<file path="src/rtl/cursor_tracker.sv">
// ---------------------------------------------------------------------------
// cursor_tracker
//
// Accumulates relative mouse movement packets into an absolute (x, y) cursor
// position confined to [0, X_MAX] x [0, Y_MAX], and tracks button levels and
// press events.
//
// Each accepted packet (m_done_tick=1) adds its x/y deltas, scaled by
// 2^GAIN_SHIFT, to the current position. Results outside the window are
// clamped to the nearest bound (WRAP_MODE=0) or wrapped around modulo
// MAX+1 (WRAP_MODE=1). With Y_INVERT=1 a positive y delta moves the cursor
// towards y=0, matching a screen whose y axis grows downward.
//
// A recenter request reloads X_INIT/Y_INIT and takes priority over a packet
// in the same cycle; the packet's buttons are still taken. A packet may
// arrive on every cycle; there is no backpressure.
//
// Ports
//   clk          clock; all state changes on its rising edge
//   rst          synchronous active-high reset
//   m_done_tick  one-cycle strobe: xm/ym/btnm are valid this cycle
//   xm, ym       9-bit two's-complement movement deltas
//   btnm         button levels {middle, right, left}
//   recenter     one-cycle request to reload X_INIT/Y_INIT
//   x_pos, y_pos current cursor position
//   moved        one-cycle pulse: x_pos or y_pos changed at this edge
//   btn_held     registered button levels
//   btn_press    one-cycle rising-edge pulse per button
//   at_edge      {y at Y_MAX, y at 0, x at X_MAX, x at 0}
// ---------------------------------------------------------------------------
module cursor_tracker #(
   parameter int POS_W      = 14,
   parameter int X_MAX      = 6400,
   parameter int Y_MAX      = 4800,
   parameter int X_INIT     = 3200,
   parameter int Y_INIT     = 2400,
   parameter int GAIN_SHIFT = 1,
   parameter int WRAP_MODE  = 0,
   parameter int Y_INVERT   = 1
) (
   input  logic             clk,
   input  logic             rst,
   input  logic             m_done_tick,
   input  logic [8:0]       xm,
   input  logic [8:0]       ym,
   input  logic [2:0]       btnm,
   input  logic             recenter,
   output logic [POS_W-1:0] x_pos,
   output logic [POS_W-1:0] y_pos,
   output logic             moved,
   output logic [2:0]       btn_held,
   output logic [2:0]       btn_press,
   output logic [3:0]       at_edge
);

   // Arithmetic width: POS_W magnitude bits, GAIN_SHIFT bits of headroom for
   // the scaled delta, one bit of carry and one sign bit. Neither the sum of
   // a position and a delta nor the wrap correction can overflow it.
   localparam int AW = POS_W + GAIN_SHIFT + 2;

   localparam logic [POS_W-1:0] X_MAX_P  = POS_W'(X_MAX);
   localparam logic [POS_W-1:0] Y_MAX_P  = POS_W'(Y_MAX);
   localparam logic [POS_W-1:0] X_INIT_P = POS_W'(X_INIT);
   localparam logic [POS_W-1:0] Y_INIT_P = POS_W'(Y_INIT);

   localparam logic signed [AW-1:0] X_LIM  = AW'(X_MAX);
   localparam logic signed [AW-1:0] Y_LIM  = AW'(Y_MAX);
   localparam logic signed [AW-1:0] X_SPAN = AW'(X_MAX + 1);
   localparam logic signed [AW-1:0] Y_SPAN = AW'(Y_MAX + 1);

   // Exact sign extension of a 9-bit delta followed by the gain shift.
   function automatic logic signed [AW-1:0] scale_delta(input logic [8:0] raw);
      logic signed [AW-1:0] ext;
      ext = {{(AW-9){raw[8]}}, raw};
      return ext <<< GAIN_SHIFT;
   endfunction

   // Bring an out-of-window sum back into [0, lim]. A single wrap correction
   // is enough because a scaled delta never exceeds the span in magnitude.
   function automatic logic [POS_W-1:0] fold(input logic signed [AW-1:0] sum,
                                             input logic signed [AW-1:0] lim,
                                             input logic signed [AW-1:0] span);
      logic signed [AW-1:0] res;
      if (sum[AW-1]) begin
         res = (WRAP_MODE != 0) ? sum + span : '0;
      end else if (sum > lim) begin
         res = (WRAP_MODE != 0) ? sum - span : lim;
      end else begin
         res = sum;
      end
      return res[POS_W-1:0];
   endfunction

   logic signed [AW-1:0] x_ext;
   logic signed [AW-1:0] y_ext;
   logic signed [AW-1:0] dx;
   logic signed [AW-1:0] dy;
   logic [POS_W-1:0]     x_next;
   logic [POS_W-1:0]     y_next;

   // NOTE: every signal driven here gets a value on every path (the
   // assignments are unconditional), so no latch can be inferred.
   always_comb begin
      x_ext  = {{(AW-POS_W){1'b0}}, x_pos};
      y_ext  = {{(AW-POS_W){1'b0}}, y_pos};
      dx     = scale_delta(xm);
      dy     = (Y_INVERT != 0) ? -scale_delta(ym) : scale_delta(ym);
      x_next = fold(x_ext + dx, X_LIM, X_SPAN);
      y_next = fold(y_ext + dy, Y_LIM, Y_SPAN);
   end

   // NOTE: sequential state uses non-blocking assignments so every register
   // samples pre-edge values; the reset branch is checked first so it
   // overrides recenter and packets in the same cycle.
   always_ff @(posedge clk) begin
      if (rst) begin
         x_pos     <= X_INIT_P;
         y_pos     <= Y_INIT_P;
         moved     <= 1'b0;
         btn_held  <= 3'b000;
         btn_press <= 3'b000;
      end else begin
         moved     <= 1'b0;
         btn_press <= 3'b000;

         // Position: recenter beats a packet; moved only on an actual change,
         // so a zero delta or a clamp against a reached bound stays silent.
         if (recenter) begin
            x_pos <= X_INIT_P;
            y_pos <= Y_INIT_P;
            moved <= (x_pos != X_INIT_P) || (y_pos != Y_INIT_P);
         end else if (m_done_tick) begin
            x_pos <= x_next;
            y_pos <= y_next;
            moved <= (x_pos != x_next) || (y_pos != y_next);
         end

         // Buttons follow every packet, even one whose motion was discarded.
         if (m_done_tick) begin
            btn_held  <= btnm;
            btn_press <= btnm & ~btn_held;
         end
      end
   end

   assign at_edge = {y_pos == Y_MAX_P, y_pos == '0, x_pos == X_MAX_P, x_pos == '0};

endmodule

</file>
<file path="config.mk">
export PLATFORM = sky130hd
export DESIGN_NAME = cursor_tracker
export DESIGN_NICKNAME = d
export VERILOG_FILES = /design/src/rtl/cursor_tracker.sv
export SDC_FILE = /design/constraint.sdc
export NUM_CORES = 1
export LEC_CHECK = 0
export CELL_PAD_IN_SITES_DETAIL_PLACEMENT = 2
export CELL_PAD_IN_SITES_GLOBAL_PLACEMENT = 2
export CORE_ASPECT_RATIO = 1.5
export CORE_MARGIN = 3
export CORE_UTILIZATION = 28
export CTS_CLUSTER_SIZE = 40
export DETAILED_ROUTE_END_ITERATION = 16
export GPL_ROUTABILITY_DRIVEN = 0
export PLACE_DENSITY_LB_ADDON = 0.1
export SYNTH_ARGS = -nofsm -noshare
export SYNTH_HDL_FRONTEND = slang
export SYNTH_SLANG_ARGS = --single-unit
</file>
<file path="constraint.sdc">
create_clock -name clk -period 3.3 [get_ports clk]
set_input_delay 0.33 -clock clk [delete_from_list [all_inputs] [get_ports clk]]
set_output_delay 0.33 -clock clk [all_outputs]
set_load 0.005 [all_outputs]
</file>
Word level (Yosys, flattened, before mapping) --
Index checks and enable logic that the tools add are counted.
Storage, ports and cells: register bits 35, input bits 25, output and inout port bits 39, word-level logic and storage cells 31
Operators by class: add/subtract/negate cells 3, magnitude comparators 2, equal/unequal tests 6, multiplexer cells 6, bitwise logic cells 3, reductions and logical operators 6
Operators by type and width (count):
- $mux 14 | 4
- $eq 14x13->1 const B | 2
- $logic_not 14->1 | 2
- $ne 14x12->1 const B | 2
- $ne 14x14->1 | 2
- $add 15x17->17 | 1
- $gt 17x14->1 const B | 1
- $neg 10->17 | 1
- $add 15x10->16 | 1
- $gt 16x14->1 const B | 1
- $reduce_or 2->1 | 2
- $and 3x3->3 | 1
- $not 3->3 | 1
- $logic_or 1x1->1 | 2
- $mux 1 | 2
- $not 1->1 | 1

Logic depth before layout (Yosys ltp) --
Gate-level depths: netlist of the first run.
depth in word-level cells 9, depth in mapped cells 15, depth with buffers taken out 15

Least setup slack after synthesis of the first run --
No wires, ideal clock.
path kind flip-flop to flip-flop, from register y_pos[1], to register moved, setup time 131 ps, arrival 3341 ps, required time 3169 ps, setup slack -172 ps, stages on the path, launching flop included 16, buffers on the path 0, period minus slack after synthesis 3472 ps, cell sequence dfxtp_1 -> inv_1 -> ha_1 -> inv_1 -> fa_1 -> a211oi_2 -> o211ai_2 -> a221o_1 -> or2_0 -> o32ai_2 -> o31ai_4 -> a31oi_1 -> xor2_1 -> a2111oi_0 -> and3_1 -> a31oi_1
Between the ends: longest elaborated chain between the ends 8, elaborated cells between the ends (all ways) 10, classes of those cells add/sub: 1; order compare: 1; eq/ne: 2; mux: 4; reduce/logical: 2
Ends and longest elaborated chain:
- start: declaration | RTL line 49 | output logic [POS_W-1:0] y_pos,
- start signal: assignment | RTL line 134 | y_pos <= y_next;
- $add 15x17->17 | RTL line 109 | y_next = fold(y_ext + dy, Y_LIM, Y_SPAN);
- $gt 17x14->1 | RTL line 86 | end else if (sum > lim) begin
- $mux 14 | RTL line 86
- $mux 14 | RTL line 84 | if (sum[AW-1]) begin
- $ne 14x14->1 | RTL line 135 | moved <= (x_pos != x_next) || (y_pos != y_next);
- $logic_or 1x1->1 | RTL line 135
- $mux 1 | RTL line 132 | end else if (m_done_tick) begin
- $mux 1 (*) | RTL line 128 | if (recenter) begin
- end signal: assignment | RTL line 131 | moved <= (x_pos != X_INIT_P) || (y_pos != Y_INIT_P);
- end signal: assignment | RTL line 135
- end: declaration | RTL line 50 | output logic moved,
Mark *: on every way between the ends. The rest lies on a longest branch, timed or not. A chain may end at the register's enable or synchronous reset.

Final worst setup path of the first run --
Ends and elaborated chain as after synthesis.

==> results.txt, run 1 <==
----------------------------------------------------
[CTS]
  Clock buffer count from CTS ... 5
  Longest Clk Path Bufs ... 2
  Depth of the CTS H-tree ... 2
  CTS Hold Bufs ... 0
  Root buffer cell ... sky130_fd_sc_hd__clkbuf_16
  Clock transition at the registers of the reported paths ... 0.06 ns
  Later-pin clock latency in the skew report ... 0.29 ns
  Number of sinks on the clock net ... 35
  Clock tree from TritonCTS ... built

[Worst setup path]
  Buffering stage count on the worst path with inverters included ... 3
  Peak fanout along the critical path ... 6
  RR Endpoint ... moved$_SDFF_PP0_
  CP endpoint kind ... register
  CP Data Arrival Time ... about 3.7 ns
  Slowest cell delay on critical path ... approximately 0.36 ns
  Highest-delay cell along the critical path ... sky130_fd_sc_hd__fa_2
  Kind of critical path ... register to register
  Cell type group with the largest total delay on the critical path ... compound AO/OA/AOI/OAI gates
  Crit start category ... register
  Worst setup slack for register-to-register paths ... -0.21 ns
  Worst path cell trace ... inv_4, ha_4, inv_2, fa_2, a211oi_4, o211ai_2, a221o_1, or2_1, o32ai_4, o31ai_4, buf_4, a311o_1, o21ai_1, o2111a_1, and3_1, a31oi_1
  Startpoint of the worst-slack reg-to-reg timing path ... y_pos[1]$_SDFFE_PP0P_
  Length in cells of the worst reg-to-reg path ... 16
  Critical path data required time ... 3.47 ns

[Placed design]
  Quantity of I/O buffers inserted on ports ... 63
  Cell total after placement ... roughly 800
  Total placed instance area ... 5295 um2
  Dpl hpwl ... 13310 um

[Logic synthesis]
  Area of the mapped netlist ... between 3000 and 4000 um2
  Share of Yosys cell area claimed by the top area cell type ... between 10% and 20%
  Number of unique standard cell types used by synthesis ... 77
  Post-Syn Nets ... about 520
  Asr flop ratio synth ... 0%
  Dominant synthesized flop cell ... sky130_fd_sc_hd__dfxtp_1
  Mapped Cells ... 468
  Sequential area share after synthesis ... between 10% and 20%
  Top cell type by total area after synthesis ... sky130_fd_sc_hd__dfxtp_1
  Yosys warnings ... 0
  Yosys reg bits ... 35
  Syn avg cell area ... roughly 7.6 um2
  Count of flip-flops with a built-in enable after synthesis ... 0
  Largest cells by area after synthesis ... sky130_fd_sc_hd__dfxtp_1, sky130_fd_sc_hd__ha_1, sky130_fd_sc_hd__a21oi_1, sky130_fd_sc_hd__nand2_1, sky130_fd_sc_hd__nor2_1

[Finish]
  Most frequent cells in the layout ... sky130_fd_sc_hd__buf_4, sky130_fd_sc_hd__clkdlybuf4s50_1, sky130_fd_sc_hd__a21oi_1
  Fraction of final layout cells with drive strength greater than 1 ... about a third
  Most frequent standard cell in the layout excluding fill and tap cells ... sky130_fd_sc_hd__buf_4
  Post-route non-filler standard cell count ... between 800 and 900
  Post-route cell area ... around 5700 um2
  Area grow syn2layout ... 60.08%
  Inserted Diodes ... 0
  Fill count ... ~1400
  Number of nets in the layout ... slightly above 700

[Floorplan]
  Area enclosed by the die boundary ... 14210 um2
  Width of the chip ... 98.32 um
  I/O pin count ... 64
  Die extent in y ... between 100 and 150 um
  Initial core utilization ... between 20% and 30%
  Total core area ... between 10000 and 15000 um2
  Placement Rows ... 50

[Route]
  Routed Antenna Nets ... 0
  Remaining routing DRC violations ... 0
  Number of detailed-routing iterations run before antenna repair ... 4
  Number of design-rule violations left by the first detailed-router iteration ... 95
  Post-detailed-route via-to-cell ratio ... between 5 and 6
  Total length of routed wires ... 17250 um
  Detail-routed net length per standard cell ... roughly 21 um
  Overall via count from detail_route ... 4411

[STA]
  Final Setup Violations ... 1
  Clock skew after layout ... 0.007130 ns
  Post-layout minimum cycle time ... about 3.5 ns
  Highest clock rate ... between 200 and 300 MHz
  Slew at the pin closest to its max-slew limit ... 1.037 ns
  Number of pins with negative max-slew slack in the final report ... 0
  Final Hold Fails ... 0
  Total negative setup slack ... -0.2070 ns
  Final setup margin ... -0.2070 ns
  Fraction of the cycle the final worst path needs ... 106.3%
  Max-slew headroom at the worst pin ... between 30 and 40%
  WHS ... 0.4546 ns
  Setup repair after global routing missed its margin ... true

[Power]
  Static power due to leakage ... 2.494 nW
  Maximum vdd ir drop ... between 0.1 and 0.15 mV
  Power per cell area ... 309.8 nW/um2

[Run]
  Number of violations of the max-capacitance limit ... 0

[Hold path]
  Hold Path End ... btn_press[1]$_SDFF_PP0_
  Worst hold path startpoint ... btn_held[1]$_SDFFE_PP0P_
  HP Class ... register to register
  Worst hold path stage count ... 1

[GRT]
  Vias in the first global route ... 4981
  Pin count of the biggest net entering global routing ... 32
  Global Route Usage Sum ... 23.09%
  Antenna violations before repair ... 0
  Total congestion overflow after global routing ... 0
  First-pass GRT wire length ... 26010 um

[Outcome]
  Violations in the final reports ... negative setup slack
  Result of the run ... finished with violations

----------------------------------------------------
==> synthesized netlist by cell type, types with 7 or more instances <==
library cell	count
sky130_fd_sc_hd__nor3_1	7
sky130_fd_sc_hd__o21ai_0	26
sky130_fd_sc_hd__dfxtp_1	35
sky130_fd_sc_hd__nand3_1	14
sky130_fd_sc_hd__clkbuf_1	9
sky130_fd_sc_hd__ha_1	28
sky130_fd_sc_hd__a21oi_1	47
sky130_fd_sc_hd__mux2i_1	11
sky130_fd_sc_hd__nand2_1	43
sky130_fd_sc_hd__a22oi_1	7
sky130_fd_sc_hd__nor2_1	41
sky130_fd_sc_hd__xor2_1	9
sky130_fd_sc_hd__inv_1	21
sky130_fd_sc_hd__nand2b_1	7
sky130_fd_sc_hd__and3_1	8
sky130_fd_sc_hd__nor4_1	7
sky130_fd_sc_hd__a21o_1	9
sky130_fd_sc_hd__xnor2_1	16
==> power by group <==
part	total (mW)	switching [mW]	leakage [nW]	internal, mW
logic	0.853	0.443	2.14	0.410
registers	0.447	0.0101	0.286	0.437
clock network	0.475	0.195	0.0679	0.280
total	1.78	0.649	2.49	1.13
==> area by class of cell <==
class,count,area (um2),area share (%)
clock buffer,7,132.6,2.314
clock inverter,1,5.005,0.08734
inverter,21,81.33,1.419
multi-input combinational,395,2963,51.70
sequential,35,701.9,12.25
tap,156,195.2,3.406
timing repair buffer,197,1652,28.82
==> metrics by stage <==
step                      utilization [%]  setup slack (ns)  power [mW]
final                               45.80           -0.2070       1.775
after global routing                45.80           -0.3484       1.879
after global placement              42.32           -0.6282       1.183
after CTS                           44.75           -0.1329       1.748
after detailed placement            42.32           -0.9114       1.219
after floorplan                         -           -0.1305      0.8502
==> timing repair <==
item	in CTS	in global routing
pin swaps	29	11
resized for setup	40	24
setup endpoints to repair	10	16
gates cloned	0	0
buffers inserted	4	5
==> registers in the layout, summed over array words and instances, names as in the netlist <==
signal	count
y_pos	14
btn_press	3
moved	1
btn_held	3
x_pos	14
==> cell families (layout without fill, tap and decap cells) <==
kind of cell | after synthesis | in the layout | synth area share [%]
buffers and inverters | 38 | 226 | 4.229
xor gates and xnor gates | 27 | 27 | 7.026
adders and majority gates | 30 | 30 | 10.91
DFF | 35 | 35 | 19.57
and+or+nand+nor | 172 | 172 | 24.64
muxes | 12 | 12 | 3.391
AOI/OAI and AO/OA | 154 | 154 | 30.23
==> per-layer routing <==
layer / track usage (%) / part of all wire [%]
met5: 0 / 0
met4: 11.08 / 4.0
met3: 1.400 / 1.4
met2: 47.09 / 57
met1: 23.37 / 37
==> how the worst max path moves through the flow <==
| stage | cells past startpoint | to | start |
|---|---|---|---|
| 2_1_floorplan | 15 | moved$_SDFF_PP0_ | y_pos[1]$_SDFFE_PP0P_ |
| 3_3_place_gp | 17 | moved$_SDFF_PP0_ | ym[0] |
| 3_5_place_dp | 15 | moved$_SDFF_PP0_ | ym[0] |
| 4_1_cts | 16 | moved$_SDFF_PP0_ | y_pos[1]$_SDFFE_PP0P_ |
| 5_1_grt | 16 | moved$_SDFF_PP0_ | y_pos[1]$_SDFFE_PP0P_ |
| 6_report | 16 | moved$_SDFF_PP0_ | y_pos[1]$_SDFFE_PP0P_ |
Power figures use the tool's default switching activity.
==> run 2, diff against run 1 <==
--- a/config.mk
+++ b/config.mk
@@ -5,13 +5,14 @@
 export SDC_FILE = /design/constraint.sdc
 export NUM_CORES = 1
 export LEC_CHECK = 0
-export CELL_PAD_IN_SITES_DETAIL_PLACEMENT = 2
+export CELL_PAD_IN_SITES_DETAIL_PLACEMENT = 1
 export CELL_PAD_IN_SITES_GLOBAL_PLACEMENT = 2
 export CORE_ASPECT_RATIO = 1.5
 export CORE_MARGIN = 3
-export CORE_UTILIZATION = 28
+export CORE_UTILIZATION = 34
 export CTS_CLUSTER_SIZE = 40
 export DETAILED_ROUTE_END_ITERATION = 16
+export DONT_BUFFER_PORTS = 1
 export GPL_ROUTABILITY_DRIVEN = 0
 export PLACE_DENSITY_LB_ADDON = 0.1
 export SYNTH_ARGS = -nofsm -noshare
==> run 2 against run 1 <==
Effect of this change:
- the flow still finishes with violations (negative setup slack)
- die area fell by 17%
- sequential power barely moved
- non-clock buffer count fell by 101
- maximum frequency rose by 4.1%
- hold slack got worse by 0.34 ns
- first-iteration DRC count rose by 26%
- combinational power fell by 20%
- routed wire length fell by 22%
- register-to-register slack improved by 0.14 ns
- utilization fell by 0.28 points
- critical endpoint unchanged
- sequential share of layout area rose by 2.9 points
==> results.txt, run 2 (same netlist as run 1, synthesis figures left out) <==
----------------------------------------------------
[Outcome]
  Result of the run ... finished with violations
  Violations in the final reports ... negative setup slack

[Run]
  Number of violations of the max-capacitance limit ... 0 (unchanged)

[GRT]
  Vias in the first global route ... 4144 (-17%)
  Antenna violations before repair ... 0 (unchanged)
  Pin count of the biggest net entering global routing ... 32 (unchanged)
  Global Route Usage Sum ... 22.07% (-1.0 points)
  First-pass GRT wire length ... 20940 um (-19%)
  Total congestion overflow after global routing ... 0 (unchanged)

[Worst setup path]
  CP Data Arrival Time ... 3.52 ns (-0.16 ns)
  Crit start category ... register
  Buffering stage count on the worst path with inverters included ... 3 (unchanged)
  CP endpoint kind ... register
  Critical path data required time ... 3.46 ns (about the same)
  Slowest cell delay on critical path ... 0.41 ns (+0.05 ns)
  Kind of critical path ... register to register
  Highest-delay cell along the critical path ... sky130_fd_sc_hd__o31ai_4
  Cell seen most often among critical-path stages ... sky130_fd_sc_hd__inv_2
  Worst path cell trace ... inv_2, ha_4, inv_2, fa_2, a211oi_2, o211ai_2, buf_4, a21o_1, a21oi_2, xnor2_2, o31ai_4, a31oi_4, xor2_1, a2111oi_0, and3_1, a31oi_1
  Peak fanout along the critical path ... 5 (-1)
  Cell type group with the largest total delay on the critical path ... compound AO/OA/AOI/OAI gates

[Floorplan]
  Initial core utilization ... 35.13% (+6.5 points)
  Total core area ... 10190 um2 (-19%)
  Area enclosed by the die boundary ... 11820 um2 (-17%)
  Placement Rows ... 45 (-10%)
  I/O pin count ... 64 (unchanged)
  Die extent in y ... 131.7 um (-8.9%)
  Width of the chip ... 89.78 um (-8.7%)

[STA]
  Final Setup Violations ... 1 (unchanged)
  Final setup margin ... -0.06796 ns (+0.1390 ns)
  Fraction of the cycle the final worst path needs ... 102.1% (-4.2 points)
  Clock skew after layout ... 0.001977 ns (-0.005153 ns)
  Final Hold Fails ... 0 (unchanged)
  Post-layout minimum cycle time ... 3.368 ns (-0.1390 ns)
  Number of pins with negative max-slew slack in the final report ... 0 (unchanged)
  Setup repair after global routing missed its margin ... true
  Slew at the pin closest to its max-slew limit ... 0.9967 ns (-0.03979 ns)
  Max-slew headroom at the worst pin ... 33.48% (+2.7 points)
  Highest clock rate ... 296.9 MHz (+4.1%)

[Placed design]
  Total placed instance area ... 4353 um2 (-18%)
  Dpl hpwl ... 10860 um (-18%)
  Quantity of I/O buffers inserted on ports ... 0 (-100%)
  Cell total after placement ... 679 (-15%)

[Finish]
  Number of nets in the layout ... 609 (-14%)
  Post-route cell area ... 4639 um2 (-19%)
  Top flop regs ... x_pos x14, y_pos x14
  Inserted Diodes ... 0 (unchanged)
  Area grow syn2layout ... 29.61%
  Most frequent cells in the layout ... sky130_fd_sc_hd__buf_4, sky130_fd_sc_hd__a21oi_1, sky130_fd_sc_hd__nand2_1
  Fill count ... 1281 (-11%)
  Most frequent standard cell in the layout excluding fill and tap cells ... sky130_fd_sc_hd__buf_4
  Area taken by multi-input logic gates ... 2820 um2 (-4.8%)
  Reg area ... 701.9 um2 (unchanged)
  Fraction of final layout cells with drive strength greater than 1 ... 25.59% (-5.8 points)
  Layout Utilization ... 45.52% (-0.28 points)
  Post-route non-filler standard cell count ... 696 (-14%)

[Power]
  Static power due to leakage ... 2.033 nW (-18%)
  Sum of internal, switching and leakage power ... 1.601 mW (-9.8%)
  Maximum vdd ir drop ... 0.1715 mV (+15%)
  Power per cell area ... 345.0 nW/um2 (+11%)

[Route]
  Routed Antenna Nets ... 0 (unchanged)
  Remaining routing DRC violations ... 0 (unchanged)
  Post-detailed-route via-to-cell ratio ... 5.647 (+3.9%)
  Number of design-rule violations left by the first detailed-router iteration ... 120 (+26%)
  Number of detailed-routing iterations run before antenna repair ... 4 (unchanged)
  Total length of routed wires ... 13370 um (-22%)
  Detail-routed net length per standard cell ... 19.21 um (-9.6%)
  Overall via count from detail_route ... 3930 (-11%)

[CTS]
  Clock tree from TritonCTS ... built
  Longest Clk Path Bufs ... 2 (unchanged)
  Depth of the CTS H-tree ... 2 (unchanged)
  Later-pin clock latency in the skew report ... 0.28 ns (about the same)
  Clock transition at the registers of the reported paths ... 0.06 ns (about the same)
  CTS Hold Bufs ... 0 (unchanged)
  Clock buffer count from CTS ... 5 (unchanged)
  Number of sinks on the clock net ... 35 (unchanged)
  Root buffer cell ... sky130_fd_sc_hd__clkbuf_16

[Hold path]
  HP Class ... input pin to register

----------------------------------------------------
[run 2: cell count changes in the layout (fill, tap and decap cells not counted), sizes merged]
cell,change
clkdlybuf4s50,-60
buf,-38
dlygate4sd2,-3
[run 2: repair_timing]
action	in CTS	in global routing
setup endpoints to repair	2	4
pin swaps	14	10
gates cloned	0	0
endpoints found under the hold margin	0	0
resized for setup	6	16
setup buffers	7	2
[run 2: stage by stage]
step                      setup WS, ns   TNS, ns  hold WS [ns]
after floorplan                -0.1305   -0.1305        0.4024
after global placement        -0.08762  -0.09627        0.4027
after detailed placement       -0.1657   -0.2255        0.4059
after CTS                      -0.1026   -0.1026        0.1078
after global routing           -0.1982   -0.2569        0.1088
final                         -0.06796  -0.06796        0.1110
[run 2: final timing paths]
check,startpoint,endpoint,slack (ns),depth (start not counted)
hold / removal,rst,btn_held[1]$_SDFFE_PP0P_,0.11,1
setup reg to reg,y_pos[1]$_SDFFE_PP0P_,moved$_SDFF_PP0_,-0.07,16
setup / recovery,y_pos[1]$_SDFFE_PP0P_,moved$_SDFF_PP0_,-0.07,16
hold reg to reg,btn_held[0]$_SDFFE_PP0P_,btn_press[0]$_SDFF_PP0_,0.47,1
[run 2: per-layer routing]
metal  track usage [%]  wire length, um  up-vias  share of wire, %
met5                 0                0        -                 0
met4             10.83              601        0               4.5
met3             2.806              351       36               2.6
met2             45.02             7461       77                56
met1             21.05             4956     1904                37
li1                  -                -     1913                 -
[run 2: worst register-to-register path: cells and delay by family (launching register included)]
kind	cells	cell delay (ns)
compound gates	8	1.66
xor+xnor	2	0.31
fa+ha+maj	2	0.48
buf+inv	3	0.26
flops	1	0.32
simple gates	1	0.21
[run 2: final cells by class]
class	count	area share, %
multi-input combinational	395	60.79
timing repair buffer	96	15.61
sequential	35	15.13
tap	141	3.803
clock buffer	7	2.859
inverter	21	1.699
clock inverter	1	0.1079
[run 2: where the power goes]
group | switching (mW) | leakage, nW | total (mW) | internal [mW]
Combinational | 0.365 | 1.68 | 0.686 | 0.322
Clock | 0.187 | 0.0679 | 0.466 | 0.279
Sequential | 0.0111 | 0.286 | 0.448 | 0.437
Total | 0.563 | 2.03 | 1.60 | 1.04
==> run 3, diff against run 2 <==
--- a/config.mk
+++ b/config.mk
@@ -10,6 +10,7 @@
 export CORE_ASPECT_RATIO = 1.5
 export CORE_MARGIN = 3
 export CORE_UTILIZATION = 34
+export CTS_BUF_LIST = sky130_fd_sc_hd__clkbuf_2 sky130_fd_sc_hd__clkbuf_4 sky130_fd_sc_hd__clkbuf_8
 export CTS_CLUSTER_SIZE = 40
 export DETAILED_ROUTE_END_ITERATION = 16
 export DONT_BUFFER_PORTS = 1
==> run 3 against run 2 <==
Effect of this change:
- the run still ends with negative setup slack left
- largest power group unchanged
- utilization fell by 0.48 points
- global-route usage is essentially flat
- combinational power hardly changed
- die area did not move
- highest routed layer unchanged
- power down 8.3%
- worst setup slack better by 0.0024 ns
- clock skew is 0.00054 ns higher
- clock power fell by 28%
- cell area is 1.1% lower
- via count shrank 0.48%
- register-to-register slack barely moved
- maximum frequency is essentially flat
==> results.txt, run 3 (same netlist as run 1, synthesis figures left out) <==
----------------------------------------------------
[GRT]
  Vias in the first global route ... 4142 (-0.048%)
  Global Route Usage Sum ... 22.10% (+0.024 points)
  Antenna violations before repair ... 0 (unchanged)
  Pin count of the biggest net entering global routing ... 32 (unchanged)
  First-pass GRT wire length ... 20990 um (+0.23%)
  Total congestion overflow after global routing ... 0 (unchanged)

[Floorplan]
  I/O pin count ... 64 (unchanged)
  Area enclosed by the die boundary ... 11820 um2 (unchanged)
  Die extent in y ... 131.7 um (unchanged)
  Initial core utilization ... 35.13% (unchanged)
  Placement Rows ... 45 (unchanged)
  Width of the chip ... 89.78 um (unchanged)
  Total core area ... 10190 um2 (unchanged)

[Route]
  Detail-routed net length per standard cell ... 19.10 um (-0.57%)
  Remaining routing DRC violations ... 0 (unchanged)
  Number of design-rule violations left by the first detailed-router iteration ... 97 (-19%)
  Total length of routed wires ... 13300 um (-0.57%)
  Number of detailed-routing iterations run before antenna repair ... 4 (unchanged)
  Post-detailed-route via-to-cell ratio ... 5.619 (-0.48%)
  Routed Antenna Nets ... 0 (unchanged)
  Overall via count from detail_route ... 3911 (-0.48%)

[STA]
  Post-layout minimum cycle time ... 3.366 ns (-0.002381 ns)
  Setup repair after global routing missed its margin ... true
  Final Hold Fails ... 0 (unchanged)
  Highest clock rate ... 297.1 MHz (about the same)
  Max-slew headroom at the worst pin ... 33.53% (+0.055 points)
  WHS ... 0.09142 ns (-0.01958 ns)
  Slew at the pin closest to its max-slew limit ... 0.9959 ns (-0.0008307 ns)
  Number of pins with negative max-slew slack in the final report ... 0 (unchanged)
  Final Setup Violations ... 1 (unchanged)
  Fraction of the cycle the final worst path needs ... 102.0% (about the same)
  Clock skew after layout ... 0.002521 ns (+0.0005439 ns)
  Total negative setup slack ... -0.06558 ns (+0.002381 ns)
  Final setup margin ... -0.06558 ns (+0.002381 ns)

[Hold path]
  HP Class ... input pin to register

[Run]
  Number of violations of the max-capacitance limit ... 0 (unchanged)

[Placed design]
  Dpl hpwl ... 10860 um (unchanged)
  Post-placement setup slack ... -0.1657 ns (unchanged)
  Cell total after placement ... 679 (unchanged)
  Quantity of I/O buffers inserted on ports ... 0 (unchanged)

[Finish]
  Inserted Diodes ... 0 (unchanged)
  Fraction of final layout cells with drive strength greater than 1 ... 25.95% (+0.36 points)
  Most frequent standard cell in the layout excluding fill and tap cells ... sky130_fd_sc_hd__buf_4
  Top flop regs ... x_pos x14, y_pos x14
  Most frequent cells in the layout ... sky130_fd_sc_hd__buf_4, sky130_fd_sc_hd__a21oi_1, sky130_fd_sc_hd__nand2_1
  Area grow syn2layout ... 28.24%
  Post-route non-filler standard cell count ... 696 (unchanged)
  Number of nets in the layout ... 609 (unchanged)

[Power]
  Maximum vdd ir drop ... 0.1242 mV (-28%)
  Power per cell area ... 319.8 nW/um2 (-7.3%)
  Static power due to leakage ... 2.014 nW (-0.93%)
  Sum of internal, switching and leakage power ... 1.468 mW (-8.3%)

[CTS]
  Later-pin clock latency in the skew report ... 0.30 ns (+0.02 ns)
  Depth of the CTS H-tree ... 2 (unchanged)
  Root buffer cell ... sky130_fd_sc_hd__clkbuf_8
  Longest Clk Path Bufs ... 2 (unchanged)
  CTS Hold Bufs ... 0 (unchanged)
  Number of sinks on the clock net ... 35 (unchanged)
  Clock transition at the registers of the reported paths ... 0.08 ns (+0.02 ns)
  Clock tree from TritonCTS ... built
  Clock buffer count from CTS ... 5 (unchanged)

[Worst setup path]
  Worst setup slack for register-to-register paths ... -0.07 ns (about the same)
  Critical path data required time ... 3.48 ns (+0.02 ns)
  Crit start category ... register
  RR Endpoint ... moved$_SDFF_PP0_
  Length in cells of the worst reg-to-reg path ... 16 (unchanged)
  Launching element of the worst setup path ... y_pos[1]$_SDFFE_PP0P_
  CP endpoint kind ... register
  CP Data Arrival Time ... 3.54 ns (+0.02 ns)
  Peak fanout along the critical path ... 5 (unchanged)
  Kind of critical path ... register to register
  Endpoint of the worst setup timing path ... moved$_SDFF_PP0_
  Startpoint of the worst-slack reg-to-reg timing path ... y_pos[1]$_SDFFE_PP0P_

[Outcome]
  Violations in the final reports ... negative setup slack
  Result of the run ... finished with violations

----------------------------------------------------
==> run 3: cell count changes in the layout (fill, tap and decap cells not counted) <==
cell                        delta
sky130_fd_sc_hd__clkbuf_16     -5
sky130_fd_sc_hd__clkbuf_8      +5
sky130_fd_sc_hd__clkbuf_1      -2
sky130_fd_sc_hd__clkbuf_4      +2
==> run 3: how the worst min path moves through the flow <==
stage / slack (ns) / cells past startpoint / end / startpoint
floorplan: 0.40 / 1 / btn_held[0]$_SDFFE_PP0P_ / rst
global route: 0.09 / 1 / btn_held[2]$_SDFFE_PP0P_ / rst
finish: 0.09 / 1 / btn_held[1]$_SDFFE_PP0P_ / rst
CTS: 0.08 / 1 / btn_held[1]$_SDFFE_PP0P_ / rst
global placement: 0.40 / 1 / btn_held[1]$_SDFFE_PP0P_ / rst
detailed placement: 0.41 / 1 / btn_held[1]$_SDFFE_PP0P_ / rst
==> run 3: per-layer routing <==
metal | up-vias | global-route usage (%) | part of all wire [%]
met5 | - | 0 | 0
met4 | 0 | 10.06 | 4.0
met3 | 29 | 2.577 | 2.4
met2 | 68 | 45.48 | 56
met1 | 1906 | 21.19 | 37
li1 | 1908 | - | -
==> run 3: worst max-delay path, cell delays in order, from the launching register on <==
cell	delay, ns
sky130_fd_sc_hd__dfxtp_2	0.33
sky130_fd_sc_hd__inv_2	0.06
sky130_fd_sc_hd__ha_4	0.13
sky130_fd_sc_hd__inv_2	0.03
sky130_fd_sc_hd__fa_2	0.35
sky130_fd_sc_hd__a211oi_2	0.28
sky130_fd_sc_hd__o211ai_2	0.11
sky130_fd_sc_hd__buf_4	0.16
sky130_fd_sc_hd__a21o_1	0.16
sky130_fd_sc_hd__a21oi_2	0.16
sky130_fd_sc_hd__xnor2_2	0.13
sky130_fd_sc_hd__o31ai_4	0.41
sky130_fd_sc_hd__a31oi_4	0.14
sky130_fd_sc_hd__xor2_1	0.18
sky130_fd_sc_hd__a2111oi_0	0.32
sky130_fd_sc_hd__and3_1	0.21
sky130_fd_sc_hd__a31oi_1	0.08
==> run 3: timing repair <==
action | 4_1_cts | 5_1_grt
setup buffers | 7 | 2
endpoints found under the setup margin | 2 | 4
resized for setup | 6 | 16
pin swaps | 14 | 10
==> run 3: cell type report <==
class                           count  area, um2
Clock inverter                      1      5.005
Multi-Input combinational cell    395       2820
Clock buffer                        7      83.83
Inverter                           21      78.83
Sequential cell                    35      701.9
Tap cell                          141      176.4
Timing Repair Buffer               96      724.4
Fill cell                        1281       5600
==> run 3: per-stage QoR <==
step	instance area, um2	util (%)
3_5_place_dp	4353	42.71
4_1_cts	4509	44.25
5_1_grt	4591	45.05
2_1_floorplan	3596	-
3_3_place_gp	4353	42.71
6_report	4591	45.05
==> run 3: where the power goes <==
group | total, mW | internal, mW | switching [mW]
Combinational | 0.685 | 0.322 | 0.364
Sequential | 0.448 | 0.436 | 0.0113
Clock | 0.335 | 0.165 | 0.170
